--- src/rtl/reg_file_mp.sv ---
// ---------------------------------------------------------------------------
// reg_file_mp
//   Parametrised multi-port integer register file with two write ports
//   (ALU writeback on port 0, load writeback on port 1), NRD combinational
//   read ports, optional same-cycle write->read forwarding, an optional
//   hardwired-zero register 0, and a per-register busy scoreboard that
//   tracks registers waiting on a multi-cycle (load) result.
//
// Parameters
//   XLEN      data width of each register
//   NREGS     number of architectural registers (power of 2, >= 2)
//   AW        address width, equal to $clog2(NREGS)
//   NRD       number of read ports (1..4)
//   BYPASS    1: forward same-cycle write data to reads, 0: stored value only
//   ZERO_REG  1: register 0 reads 0, ignores writes and is never busy
//
// Ports
//   clk            rising-edge clock
//   rst            synchronous active-high reset (clears registers and busy)
//   write_enable0  write port 0 enable (ALU writeback)
//   rd0            write port 0 address
//   write_data0    write port 0 data
//   write_enable1  write port 1 enable (load writeback, wins on conflict)
//   rd1            write port 1 address
//   write_data1    write port 1 data
//   rs             packed read addresses, port i = rs[i*AW +: AW]
//   read_data      packed read data, port i = read_data[i*XLEN +: XLEN]
//   busy_set       mark register busy_idx as pending
//   busy_idx       register to mark pending
//   busy           registered busy vector, bit n = register n
//   rs_busy        read port i addresses a register that is still pending
// ---------------------------------------------------------------------------
module reg_file_mp #(
  parameter int XLEN     = 32,
  parameter int NREGS    = 32,
  parameter int AW       = 5,
  parameter int NRD      = 2,
  parameter int BYPASS   = 1,
  parameter int ZERO_REG = 1
) (
  input  logic                clk,
  input  logic                rst,
  input  logic                write_enable0,
  input  logic [AW-1:0]       rd0,
  input  logic [XLEN-1:0]     write_data0,
  input  logic                write_enable1,
  input  logic [AW-1:0]       rd1,
  input  logic [XLEN-1:0]     write_data1,
  input  logic [NRD*AW-1:0]   rs,
  output logic [NRD*XLEN-1:0] read_data,
  input  logic                busy_set,
  input  logic [AW-1:0]       busy_idx,
  output logic [NREGS-1:0]    busy,
  output logic [NRD-1:0]      rs_busy
);

  localparam bit USE_BYPASS = (BYPASS != 0);
  localparam bit USE_ZERO   = (ZERO_REG != 0);

  // Register storage and scoreboard state.
  logic [XLEN-1:0]  regs_reg  [NREGS];
  logic [XLEN-1:0]  regs_next [NREGS];
  logic [NREGS-1:0] busy_reg;
  logic [NREGS-1:0] busy_next;

  // Effective write / busy-set strobes. A write to register 0 with the
  // hardwired-zero option is dropped here so that neither storage nor the
  // forwarding path nor the busy clear ever sees it. Reset masks everything
  // so no forwarding or busy-clear happens in the reset cycle.
  logic wr_en0_eff;
  logic wr_en1_eff;
  logic busy_set_eff;

  assign wr_en0_eff   = write_enable0 & ~rst & ~(USE_ZERO & (rd0 == '0));
  assign wr_en1_eff   = write_enable1 & ~rst & ~(USE_ZERO & (rd1 == '0));
  assign busy_set_eff = busy_set & ~rst & ~(USE_ZERO & (busy_idx == '0));

  // -------------------------------------------------------------------------
  // Per-register next-state
  // -------------------------------------------------------------------------
  genvar gi;
  generate
    for (gi = 0; gi < NREGS; gi++) begin : g_reg
      logic hit0;
      logic hit1;
      logic bset;

      assign hit0 = wr_en0_eff & (rd0 == AW'(gi));
      assign hit1 = wr_en1_eff & (rd1 == AW'(gi));
      assign bset = busy_set_eff & (busy_idx == AW'(gi));

      if (USE_ZERO && gi == 0) begin : g_zero
        // Hardwired zero: never written, never pending.
        assign regs_next[gi] = '0;
        assign busy_next[gi] = 1'b0;
      end else begin : g_normal
        // Load port wins when both ports target this register.
        always_comb begin
          regs_next[gi] = regs_reg[gi];
          if (hit1) begin
            regs_next[gi] = write_data1;
          end else if (hit0) begin
            regs_next[gi] = write_data0;
          end
        end

        // A committing write clears pending, a same-cycle set overrides it.
        always_comb begin
          busy_next[gi] = busy_reg[gi];
          if (hit0 | hit1) begin
            busy_next[gi] = 1'b0;
          end
          if (bset) begin
            busy_next[gi] = 1'b1;
          end
        end
      end
    end
  endgenerate

  // -------------------------------------------------------------------------
  // State registers
  // -------------------------------------------------------------------------
  always_ff @(posedge clk) begin
    if (rst) begin
      for (int n = 0; n < NREGS; n++) begin
        regs_reg[n] <= '0;
      end
      busy_reg <= '0;
    end else begin
      for (int n = 0; n < NREGS; n++) begin
        regs_reg[n] <= regs_next[n];
      end
      busy_reg <= busy_next;
    end
  end

  assign busy = busy_reg;

  // -------------------------------------------------------------------------
  // Read ports
  // -------------------------------------------------------------------------
  generate
    for (gi = 0; gi < NRD; gi++) begin : g_rd
      logic [AW-1:0]   addr;
      logic            fwd0;
      logic            fwd1;
      logic [XLEN-1:0] data;

      assign addr = rs[gi*AW +: AW];
      assign fwd0 = USE_BYPASS & wr_en0_eff & (rd0 == addr);
      assign fwd1 = USE_BYPASS & wr_en1_eff & (rd1 == addr);

      always_comb begin
        data = regs_reg[addr];
        if (fwd1) begin
          data = write_data1;
        end else if (fwd0) begin
          data = write_data0;
        end
      end

      assign read_data[gi*XLEN +: XLEN] = data;

      // A result being forwarded this cycle already satisfies the reader.
      assign rs_busy[gi] = busy_reg[addr] & ~(fwd0 | fwd1);
    end
  endgenerate

endmodule

--- config.mk ---
export PLATFORM = sky130hd
export DESIGN_NAME = reg_file_mp
export DESIGN_NICKNAME = d
export VERILOG_FILES = /design/src/rtl/reg_file_mp.sv
export SDC_FILE = /design/constraint.sdc
export NUM_CORES = 2
export LEC_CHECK = 0
export BUFFER_PORTS_ARGS = -buffer_cell sky130_fd_sc_hd__buf_2
export CORE_MARGIN = 8
export CORE_UTILIZATION = 40
export DETAILED_ROUTE_END_ITERATION = 6
export PLACE_DENSITY = 0.52
export SKIP_CTS_REPAIR_TIMING = 1
export SLEW_MARGIN = 20
export SYNTH_ARGS = -nofsm -noshare
export SYNTH_HDL_FRONTEND = slang
export SYNTH_SLANG_ARGS = --single-unit
--- constraint.sdc ---
create_clock -name clk -period 5.05 [get_ports clk]
set_input_delay 1.01 -clock clk [delete_from_list [all_inputs] [get_ports clk]]
set_output_delay 1.01 -clock clk [all_outputs]
set_load 0.02 [all_outputs]
==> metrics.txt <==
Min Hold Slack 501 ps; CP cell instances buf_8 > buf_12 > mux4_2 > mux2i_1 > o22ai_1 > a31oi_1 > a211oi_2 > buf_4 > buf_2; Syn Inst Count 6300; row count 147; Synth Area in Simple Gates 14.7%; Post-Synth Adder-Cell Area 0%; TNS Setup 0 ps; largest net degree at the start of global routing between 150 and 200; H-tree Lvls 3; Period minus WS final 4930 ps; CP arrival 3920 ps; I/O pin cnt 192; reg2reg setup slack 4220 ps; CTS buffer count 120; CP Launch Type primary input; Nets 6316; Area Growth Syn to Fin 13.0%; Critical Path End Type output pin; final wirelength between 300 and 400 mm; failing checks design-rule violations; Max FO, Critical Path 52; Clk Latency, worst-skew pair between 700 and 800 ps; Cell Pwr Density 317 nW/µm²; share of flip-flops with an asynchronous set or reset 0%; Synthesis Warnings 0; outcome finished, violations left; CTS tree built; GR Overflow Total 0; antenna violations before repair 31; placer congestion estimate slightly above 1; Mapped Nets ~6400; Initial Util between 40% and 50%; Die W between 400 and 500 µm; Max Slew Vio Count 0; DRT Pass-1 Iters 7; RSZ-0062 raised after global routing false; initial drt markers 9877; Post-Synth XOR/XNOR Area less than 1%; largest family of logic cells by synthesized area multiplexers; period utilization 97.5%; Reg clk slew, reported paths 60 ps; vias in the first global route 54742; worst hold path class reg -> reg; most common cell after layout, fill and taps aside nand2_1; number of vias per cell 6.86; top_reg_cell synth edfxtp_1; highest-delay cell along the critical path o22ai_1; Post-synth EDFFs 992; Via Count 57637; layout cell share with drive strength beyond 1 between 20 and 25%; Worst slew margin 21.0%; actual slew at the worst max-slew pin approximately 1200 ps; DP HPWL 199 mm; gr usage total 35.4%; Buffers on Ports 190; WS Path Type in -> out; Max Root-Sink Buffers 3; root buffer cell clkbuf_16; clock skew 0 ps; first-pass GRT wire length 438 mm; DIE AREA 174000 µm²; die height 417 µm; post-synthesis mux area share 20.9%; synth unique cells 56; Worst path max stage delay about 630 ps; CP Data Required Time 4040 ps; DR DRC count 2; final setup violation count 0; FF+latch count, synth 1023; leakage power 26.3 nW; maximum vdd drop ~0.31 mV; most frequent cells in the layout 2077 x nand2_1, 1039 x a21oi_1, 992 x edfxtp_1; clk sinks around 1000; max-cap violations 0; synthesized area 64300 µm²; Fmax achieved 203 MHz; core area 160000 µm²; max reg flops between 900 and 1000; Final Hold Fails 0; sequential fraction of the synthesis area 47.3%; Compound-Gate Fraction of Synth Area between 10% and 20%; ANT nets after route 0; Post-Syn Area per Cell 10.2 µm²; per-cell routed wire length approximately 38 µm
report_power, final:
group / internal, W / switching [W]
clock network: 0.00475 / 0.00385
logic: 0.00153 / 0.00258
registers: 0.00995 / 0.000328
synthesized netlist by cell type, types with 35 or more instances:
cell | count | area share, %
nand2_1 | 2108 | 12
a21oi_1 | 1049 | 8.2
edfxtp_1 | 992 | 46
clkbuf_1 | 551 | 3.2
mux4_2 | 512 | 18
mux2_2 | 102 | 1.8
nor2_1 | 97 | 0.57
buf_1 | 93 | 0.54
buf_2 | 76 | 0.59
mux2i_1 | 75 | 1.2
inv_1 | 71 | 0.41
nand3_1 | 49 | 0.38
nor3_1 | 42 | 0.33
a22o_1 | 35 | 0.48
cell families after synthesis:
logic type / after synthesis
buf+inv: 850
simple gates: 2402
compound gates: 1315
xor+xnor: 20
flops: 1023
mux: 689
other cells: 1
worst max-delay path: cells and delay by family:
family	cells	cell delay [ps]
buf+inv	4	990
compound gates	3	1400
mux	2	390
path summary, 6_finish.rpt:
path	start	end	depth (start not counted)
min	busy[29]	busy[29]	2
max	rs[5]	read_data[38]	9
max reg2reg	busy[2]	busy[2]	1
min reg2reg	busy[29]	busy[29]	2
cell type report:
type,count,area [µm²]
antenna,4,10.0
clock buffer,138,3090
multi-input combinational,4427,31000
fill,14693,87400
sequential,1023,30400
clock inverter,78,619
timing repair buffer,577,4610
inverter,73,279
tap,2086,2610
metal layers:
| metal | wire (µm) | GRT usage [%] | vias up |
|---|---|---|---|
| met4 | 23600 | 21.2 | 10 |
| li1 | - | - | 22676 |
| met1 | 113000 | 45.7 | 28675 |
| met5 | 69 | 0 | - |
| met2 | 138000 | 53.0 | 5089 |
| met3 | 44800 | 10.0 | 1187 |
per-stage QoR:
stage | instances | util, % | cell area [µm²] | power (W) | worst slack [ps]
2_1_floorplan | 6300 | - | 64300 | 0.0126 | 609
6_report | 8406 | 45.4 | 72600 | 0.0230 | 124
4_1_cts | 8402 | 45.4 | 72600 | 0.0228 | 111
3_3_place_gp | 8186 | 43.1 | 68900 | 0.0143 | 98.4
3_5_place_dp | 8186 | 43.1 | 68900 | 0.0144 | 114
5_1_grt | 8403 | 45.4 | 72600 | 0.0234 | 85.9
Power figures use the tool's default switching activity.
